--- config.mk ---
export PLATFORM = sky130hd
export DESIGN_NAME = bcd_conv_arbiter
export DESIGN_NICKNAME = d
export VERILOG_FILES = /design/src/rtl/bcd_pkg.sv /design/src/rtl/bcd_conv_arbiter_rr_select.sv /design/src/rtl/bcd_conv_arbiter.sv
export SDC_FILE = /design/constraint.sdc
export NUM_CORES = 1
export LEC_CHECK = 0
export CORE_MARGIN = 4
export CORE_UTILIZATION = 40
export CTS_BUF_LIST = sky130_fd_sc_hd__clkbuf_8
export DETAILED_ROUTE_END_ITERATION = 7
export GPL_TIMING_DRIVEN = 1
export PLACE_DENSITY = 0.64
export SYNTH_ARGS = -nofsm -noshare
export SYNTH_HDL_FRONTEND = slang
export SYNTH_SLANG_ARGS = --single-unit
--- constraint.sdc ---
create_clock -name clk_i -period 3.17 [get_ports clk_i]
set_input_delay 0.7925 -clock clk_i [delete_from_list [all_inputs] [get_ports clk_i]]
set_output_delay 0.7925 -clock clk_i [all_outputs]
set_load 0.1 [all_outputs]
--- src/rtl/bcd_pkg.sv ---
// Shared definitions for the BCD converter arbiter: FSM encoding and result constants.
package bcd_pkg;

    typedef enum logic [1:0] {
        IDLE  = 2'd0,
        START = 2'd1,
        WAIT  = 2'd2,
        RESP  = 2'd3
    } state_t;

    localparam int         BCD_DIGIT_W = 4;
    localparam logic [7:0] BCD_ERR     = 8'hEE;

endpackage

--- src/rtl/bcd_conv_arbiter_rr_select.sv ---
// Combinational round-robin first-one finder: searches upward from ptr, wrapping modulo N.
module rr_select #(
    parameter int N = 4
) (
    input  logic [N-1:0]         req,
    input  logic [$clog2(N)-1:0] ptr,
    output logic [N-1:0]         onehot,
    output logic [$clog2(N)-1:0] idx,
    output logic                 valid
);
    localparam int IW = $clog2(N);

    logic [IW:0]   sum;
    logic [IW-1:0] k;

    // Walk offsets from farthest to nearest so the closest requester at or above ptr wins.
    always_comb begin
        onehot = '0;
        idx    = '0;
        valid  = 1'b0;
        sum    = '0;
        k      = '0;
        for (int i = N - 1; i >= 0; i--) begin
            sum = {1'b0, ptr} + (IW + 1)'(i);
            if (sum >= (IW + 1)'(N)) begin
                sum = sum - (IW + 1)'(N);
            end
            k = sum[IW-1:0];
            if (req[k]) begin
                onehot    = '0;
                onehot[k] = 1'b1;
                idx       = k;
                valid     = 1'b1;
            end
        end
    end

endmodule

--- src/rtl/bcd_conv_arbiter.sv ---
// Shares one sequential binary-to-BCD converter between NUM_REQ requesters with
// round-robin arbitration and a watchdog that aborts hung conversions.
module bcd_conv_arbiter
    import bcd_pkg::*;
#(
    parameter int NUM_REQ = 4,
    parameter int WIDTH   = 4,
    parameter int TIMEOUT = 31
) (
    input  logic                       clk_i,
    input  logic                       rst_i,
    input  logic [NUM_REQ-1:0]         req_i,
    input  logic [NUM_REQ*WIDTH-1:0]   bin_i,
    output logic [NUM_REQ-1:0]         gnt_o,
    output logic [NUM_REQ-1:0]         done_o,
    output logic [2*BCD_DIGIT_W-1:0]   bcd_o,
    output logic                       err_o,
    output logic                       conv_start_o,
    output logic [WIDTH-1:0]           conv_bin_o,
    input  logic [2*BCD_DIGIT_W-1:0]   conv_bcd_i,
    input  logic                       conv_done_i
);
    localparam int IW = $clog2(NUM_REQ);

    state_t             state;
    logic [IW-1:0]      rr_ptr;
    logic [IW-1:0]      idx;
    logic [WIDTH-1:0]   op_r;
    logic [7:0]         timer;

    logic [NUM_REQ-1:0] sel_onehot;
    logic [IW-1:0]      sel_idx;
    logic               sel_valid;
    logic [WIDTH-1:0]   sel_op;

    rr_select #(.N(NUM_REQ)) u_sel (
        .req    (req_i),
        .ptr    (rr_ptr),
        .onehot (sel_onehot),
        .idx    (sel_idx),
        .valid  (sel_valid)
    );

    assign sel_op     = bin_i[int'(sel_idx)*WIDTH +: WIDTH];
    assign conv_bin_o = (state == START || state == WAIT) ? op_r : '0;

    // Grant is one-hot while busy and is replayed as the done pulse on leaving RESP,
    // so done_o lands on the winner even if it has since dropped its request.
    always_ff @(posedge clk_i) begin
        if (rst_i) begin
            state        <= IDLE;
            rr_ptr       <= '0;
            idx          <= '0;
            op_r         <= '0;
            timer        <= '0;
            gnt_o        <= '0;
            done_o       <= '0;
            bcd_o        <= '0;
            err_o        <= 1'b0;
            conv_start_o <= 1'b0;
        end else begin
            case (state)
                IDLE: begin
                    done_o <= '0;
                    err_o  <= 1'b0;
                    if (sel_valid) begin
                        idx          <= sel_idx;
                        op_r         <= sel_op;
                        gnt_o        <= sel_onehot;
                        conv_start_o <= 1'b1;
                        state        <= START;
                    end
                end
                START: begin
                    conv_start_o <= 1'b0;
                    timer        <= '0;
                    state        <= WAIT;
                end
                WAIT: begin
                    // A converter done arriving on the last allowed cycle still beats the watchdog.
                    if (conv_done_i) begin
                        bcd_o <= conv_bcd_i;
                        err_o <= 1'b0;
                        state <= RESP;
                    end else if (timer == 8'(TIMEOUT)) begin
                        bcd_o <= BCD_ERR;
                        err_o <= 1'b1;
                        state <= RESP;
                    end else begin
                        timer <= timer + 8'd1;
                    end
                end
                RESP: begin
                    done_o <= gnt_o;
                    gnt_o  <= '0;
                    rr_ptr <= (idx == IW'(NUM_REQ - 1)) ? '0 : idx + 1'b1;
                    state  <= IDLE;
                end
            endcase
        end
    end

endmodule

* Word level (Yosys, flattened, before mapping)
Index checks and enable logic that the tools add are counted.
Storage, ports and cells: register bits after elaboration 36, input bits 31, output and inout bits 22, word-level logic and storage cells 110
Operators by class: add/subtract/negate cells 9, order comparisons 12, eq/ne operators 9, shift operators 1, mux-type cells 51, reductions and logical operators 18
Operators by type and width (number):
- 8-bit two-way mux | 4
- 2-bit two-way mux | 12
- 4-bit two-way mux | 6
- 4-bit one-hot mux with 2 select lines | 2
- 8-bit one-hot mux with 2 select lines | 1
- 16-bit by 5-bit indexed part select with 4-bit output | 1
- 1-bit two-way mux | 15
- 2-bit by 3-bit < comparator with 1-bit output (second input constant) | 4
- 2-bit AND reduction | 6
- 2-bit nonzero test | 5
- 3-bit >= comparator (second input constant) | 3
- 8-bit by 1-bit adder with 8-bit output (second input constant) | 1
- 1-bit binary-select mux with 2-bit select | 4
- 1-bit demux with 2-bit select | 4
- 8-bit by 5-bit == test with 1-bit output (second input constant) | 1
- 2-bit by 1-bit >= comparator with 1-bit output (second input constant) | 4
- 2-bit one-hot mux with 4 select lines | 1
- 2-bit by 1-bit subtractor with 2-bit output (second input constant) | 4
- 2-bit by 2-bit adder with 3-bit output (second input constant) | 2
- 2-bit == test (second input constant) | 3
- 2-bit inequality test (second input constant) | 3
- 1-bit logical AND | 4
- 1-bit one-hot mux with 2 select lines | 2
- 2-bit by 1-bit adder with 3-bit output (second input constant) | 1
- other kinds (7) | 7

* Logic depth before layout (Yosys ltp)
depth in word-level cells 13, gate-level depth with buffers 10, mapped depth without buffers 7

* Hierarchy
A second synthesis with hierarchy kept.
Unflattened totals: cell total of the unflattened synthesis 275, area total of the unflattened synthesis 2337.2 um2
By module, submodules not included:
- bcd_conv_arbiter | instances 1, cells each 190, area an instance 1654.1 um2, sequential area each 720.7 um2
- rr_select | instances 1, cells each 85, area an instance 683.2 um2, sequential area each 0.0 um2

* Least setup slack after synthesis
Ideal clock, no wire load.
path type reg-to-reg, start point register rr_ptr[0], end point register gnt_o[0], setup time 0.132 ns, arrival 2.543 ns, required time 3.038 ns, slack 0.494 ns, cell stages (with the launch flop) 10, path buffers 2, clock period less this slack 2.676 ns, cell sequence dfxtp_1 buf_6 clkinv_1 ha_1 clkbuf_1 mux4_1 nor2b_1 a221o_1 o2111ai_1 a21oi_1
On the way: cells in the longest elaborated chain, start to end 13, elaborated cells between the ends (all ways) 55, those cells by class add/sub: 7; order compare: 12; eq/ne: 1; mux: 30; reduce/logical: 5
Ends and longest elaborated chain:
- from (decl) | line bcd_conv_arbiter.sv:26 | logic [IW-1:0] rr_ptr;
- from (signal assigned) | line bcd_conv_arbiter.sv:96 | rr_ptr <= (idx == IW'(NUM_REQ - 1)) ? '0 : idx + 1'b1;
- 2-bit by 2-bit adder with 3-bit output | line bcd_conv_arbiter_rr_select.sv:24 | sum = {1'b0, ptr} + (IW + 1)'(i);
- 3-bit >= comparator or 2-bit by 1-bit subtractor with 2-bit output (tied branches) | line bcd_conv_arbiter_rr_select.sv:25, bcd_conv_arbiter_rr_select.sv:26
- 2-bit two-way mux | line bcd_conv_arbiter_rr_select.sv:25 | if (sum >= (IW + 1)'(N)) begin
- 2-bit by 3-bit < comparator with 1-bit output (not written as such) or 2-bit by 1-bit >= comparator with 1-bit output (tied branches) | line bcd_conv_arbiter_rr_select.sv:31 | onehot[k] = 1'b1;
- 1-bit logical AND (not written as such) | line bcd_conv_arbiter_rr_select.sv:31
- 1-bit two-way mux (not written as such) | line bcd_conv_arbiter_rr_select.sv:31
- 1-bit demux with 2-bit select
- 4-bit two-way mux (4 in series) | line bcd_conv_arbiter_rr_select.sv:29 | if (req[k]) begin
- 4-bit two-way mux | line bcd_conv_arbiter.sv:66 | if (sel_valid) begin
- 4-bit one-hot mux with 2 select lines | line bcd_conv_arbiter.sv:62 | case (state)
- to (signal assigned) | line bcd_conv_arbiter.sv:69 | gnt_o <= sel_onehot;
- to (decl) | line bcd_conv_arbiter.sv:14 | output logic [NUM_REQ-1:0] gnt_o,
Several ways; a longest one is shown, not always the timed one. The select of a mux whose other input is x is not followed. A chain may end at the register's enable or synchronous reset.

* Worst setup path after layout
start point input req_i[0], end point register op_r[2]
On the way: cells in the longest elaborated chain, start to end 7, elaborated cells between the ends (all ways) 18, those cells by class shift: 1; mux: 16; reduce/logical: 1
Ends and longest elaborated chain:
- from (decl) | line bcd_conv_arbiter.sv:12 | input logic [NUM_REQ-1:0] req_i,
- 1-bit binary-select mux with 2-bit select | line bcd_conv_arbiter_rr_select.sv:29
- 1-bit two-way mux (not written as such) | line bcd_conv_arbiter_rr_select.sv:29
- 2-bit two-way mux or 1-bit two-way mux (tied branches) (4 in series) | line bcd_conv_arbiter_rr_select.sv:29
- 16-bit by 5-bit indexed part select with 4-bit output or 2-bit AND reduction (tied branches)
- to (signal assigned) | line bcd_conv_arbiter.sv:68 | op_r <= sel_op;
- to (decl) | line bcd_conv_arbiter.sv:28 | logic [WIDTH-1:0] op_r;
Several ways; a longest one is shown, not always the timed one. The select of a mux whose other input is x is not followed.

==> impl_metrics.toml <==
[status]
status = "completed"

[logic_synthesis]
synth_area_leader_cell = "dfxtp_1"
synth_cell_type_count = 51
synth_nets = 299
synth-warning-count = 0
synth-main-ff-cell = "dfxtp_1"
synth-async-reset-ratio = 0
synth_largest_type_area_fraction = 0.327
yosysSeqAreaShare = 0.327
syn_avg_cell_area_um2 = 8.67
synth_area_leaders = "dfxtp_1 (33%), ha_1 (8.0%), nor2_1 (7.2%), mux2i_1 (4.5%), mux4_1 (3.6%)"
synthesis.area_um2 = 2200
synth_seq_cells = 36
synthCells = 254
synth-edff-count = 0

[power]
ir_drop_uv = 628
p_leak_nw = 1.11
cellPowerDensity_nw_per_um2 = 770

[worst_setup_path]
crit_buf_inv = 1
r2r_start = "rr_ptr[1]$_SDFFE_PP0P_"
crit_arrival_ns = 2.92
rr_endpoint = "op_r[2]$_SDFFE_PP0P_"
max_stage_delay_ns = 0.62
startpoint_type = "input pin"
critPathMaxFanout = 11
crit_chain = "clkdlybuf4s50_1 -> mux4_2 -> nand2b_4 -> a21o_1 -> mux2i_1 -> a221oi_1"
cpLargestDelayFamily = "multiplexers"
cp_slowest_cell = "mux4_2"
cp_data_required_time_ns = 3.35
cp-end-kind = "flip-flop"
worst-setup-path-type = "in2reg"
reg2regPathDepth = 7
reg2reg_slack_ns = 0.53

[layout]
layout_common_cells = "nor2_1 (42), dfxtp_1 (36), clkdlybuf4s50_1 (30), buf_4 (27), nand2_1 (15)"
drive_above_1_share = 0.141
finalInstanceArea_um2 = 2830
area_growth_pct = 28.5
final_common_cell = "nor2_1"
diodes = 0
layout.nets = 349

[floorplan]
die_y_um = 82.2
pin_count = 53
dieArea_um2 = 6760
die_x_um = 82.2
core_um2 = 5200
start_util = 0.423
fp-row-count = 26

[timing]
finalCriticalPeriod_ns = 2.74
post-route-period-util = 0.865
final-hold-violation-count = 0
worst_pin_slew_ns = 0.687
final.setup.tns_ns = 0
relSlewSlack = 0.542
clock.fmax_mhz = 365
rsz0062_at_grt = "false"
slew_violations = 0
finClkSkew_ns = 0.00654
setup_viol = 0

[worst_hold_path]
hold_class = "reg2reg"
hp-start = "gnt_o[1]$_SDFFE_PP0P_"
hold-path-cell-count = 2
hold_end = "gnt_o[1]$_SDFFE_PP0P_"

[global_routing]
grt_pass1_wl_mm = 8.76
grt_pass1_vias = 1923
grt_max_degree = 18
antenna_found_initial = 0
overflow = 0
grt_usage = 0.165

[route]
routed_via_density = 5.33
wirelength_mm = 5.28
ant_nets = 0
drc = 0
drt_iter0_drc = 40
vias = 2000
wl_per_cell_um = 14.1
drt_pass1_iterations = 4

[placement]
port_buffers = 52
placed_cell_area_um2 = 2720
place.gp.congestion = 0.869
dp_hpwl_mm = 4.05

[clocking]
cts-root-buf = "clkbuf_8"
clock-sinks = 36
cts.reportedPaths.clkPinSlew_ns = 0.07
cts_buffers = 5
cts_tree = "done"
cts_resized = 0
clock_latency_ns = 0.28
post-cts-setup-buffers = 0
ctsLongestPathBuffers = 2
h-tree-depth = 2
holdBufCountCts = 0

[job]
maxCapViolations = 0
-- flip-flops by register name, summed over array words and instances, names as in the netlist, 2 cells and up --
register / cells
bcd_o: 8
done_o: 4
gnt_o: 4
idx: 2
op_r: 4
rr_ptr: 2
state: 2
timer: 8
-- per-layer routing --
layer | global-route usage | routed length (µm) | vias to the layer above
li1 | - | - | 1023
met2 | 0.260 | 2320 | 59
met1 | 0.209 | 2500 | 908
met4 | 0.0581 | 76 | 0
met5 | 0 | 0 | -
met3 | 0.0575 | 375 | 10
-- layout make-up --
type	instances	area, µm²
timing repair buffer	57	503
tap	70	87.6
clock inverter	3	38.8
sequential	36	721
multi-input combinational	197	1390
inverter	7	26.3
clock buffer	5	68.8
fill	509	2370
-- worst min-delay path: cells and delay by family (launching register included) --
family | cells | cell delay (ns)
DFF | 1 | 0.32
and+or+nand+nor | 1 | 0.06
AOI/OAI and AO/OA | 1 | 0.05
-- Yosys cell counts, types with 3 or more instances --
library cell / number
or2b_1: 4
ha_1: 14
nand2_1: 15
o21ai_0: 8
a221o_1: 4
mux2i_1: 10
and3_1: 3
a22oi_1: 4
or2_2: 3
a21oi_1: 14
o2111ai_1: 4
and2_1: 7
a21boi_0: 4
nor2_1: 42
xnor2_1: 5
nor3_1: 8
mux4_1: 3
nand3_1: 7
clkbuf_1: 10
a211oi_1: 4
inv_1: 6
dfxtp_1: 36
-- power breakdown --
part	switching (mW)	leakage (nW)	internal (mW)
sequential	0.0571	0.293	0.538
combinational	0.839	0.761	0.355
clock	0.161	0.0593	0.230
total	1.06	1.11	1.12
-- logic make-up (layout without fill, tap and decap cells) --
logic type,Yosys count,after routing,synth area share
mux,14,14,0.0915
simple gates,98,98,0.213
fa+ha+maj,14,14,0.0795
buf+inv,21,72,0.0437
xor+xnor,6,6,0.0239
flops,36,36,0.327
compound gates,65,65,0.221
-- through the flow --
step,std cells,power (mW),utilization,hold slack (ns),setup slack [ns]
floorplan,254,1.52,-,0.440,0.494
global placement,367,1.80,0.523,0.456,0.250
detailed placement,367,1.80,0.523,0.458,0.167
CTS,375,2.20,0.544,0.476,0.455
global route,375,2.31,0.544,0.499,0.241
finish,375,2.18,0.544,0.475,0.429
-- worst max path at each step --
stage | endpoint | slack, ns | start | cells past startpoint
5_1_grt | op_r[1]$_SDFFE_PP0P_ | 0.24 | rr_ptr[1]$_SDFFE_PP0P_ | 7
2_1_floorplan | gnt_o[0]$_SDFFE_PP0P_ | 0.49 | rr_ptr[0]$_SDFFE_PP0P_ | 9
4_1_cts | op_r[2]$_SDFFE_PP0P_ | 0.45 | req_i[0] | 6
6_report | op_r[2]$_SDFFE_PP0P_ | 0.43 | req_i[0] | 6
3_3_place_gp | op_r[2]$_SDFFE_PP0P_ | 0.25 | req_i[3] | 6
3_5_place_dp | op_r[1]$_SDFFE_PP0P_ | 0.17 | req_i[0] | 6
Power figures use the tool's default switching activity.
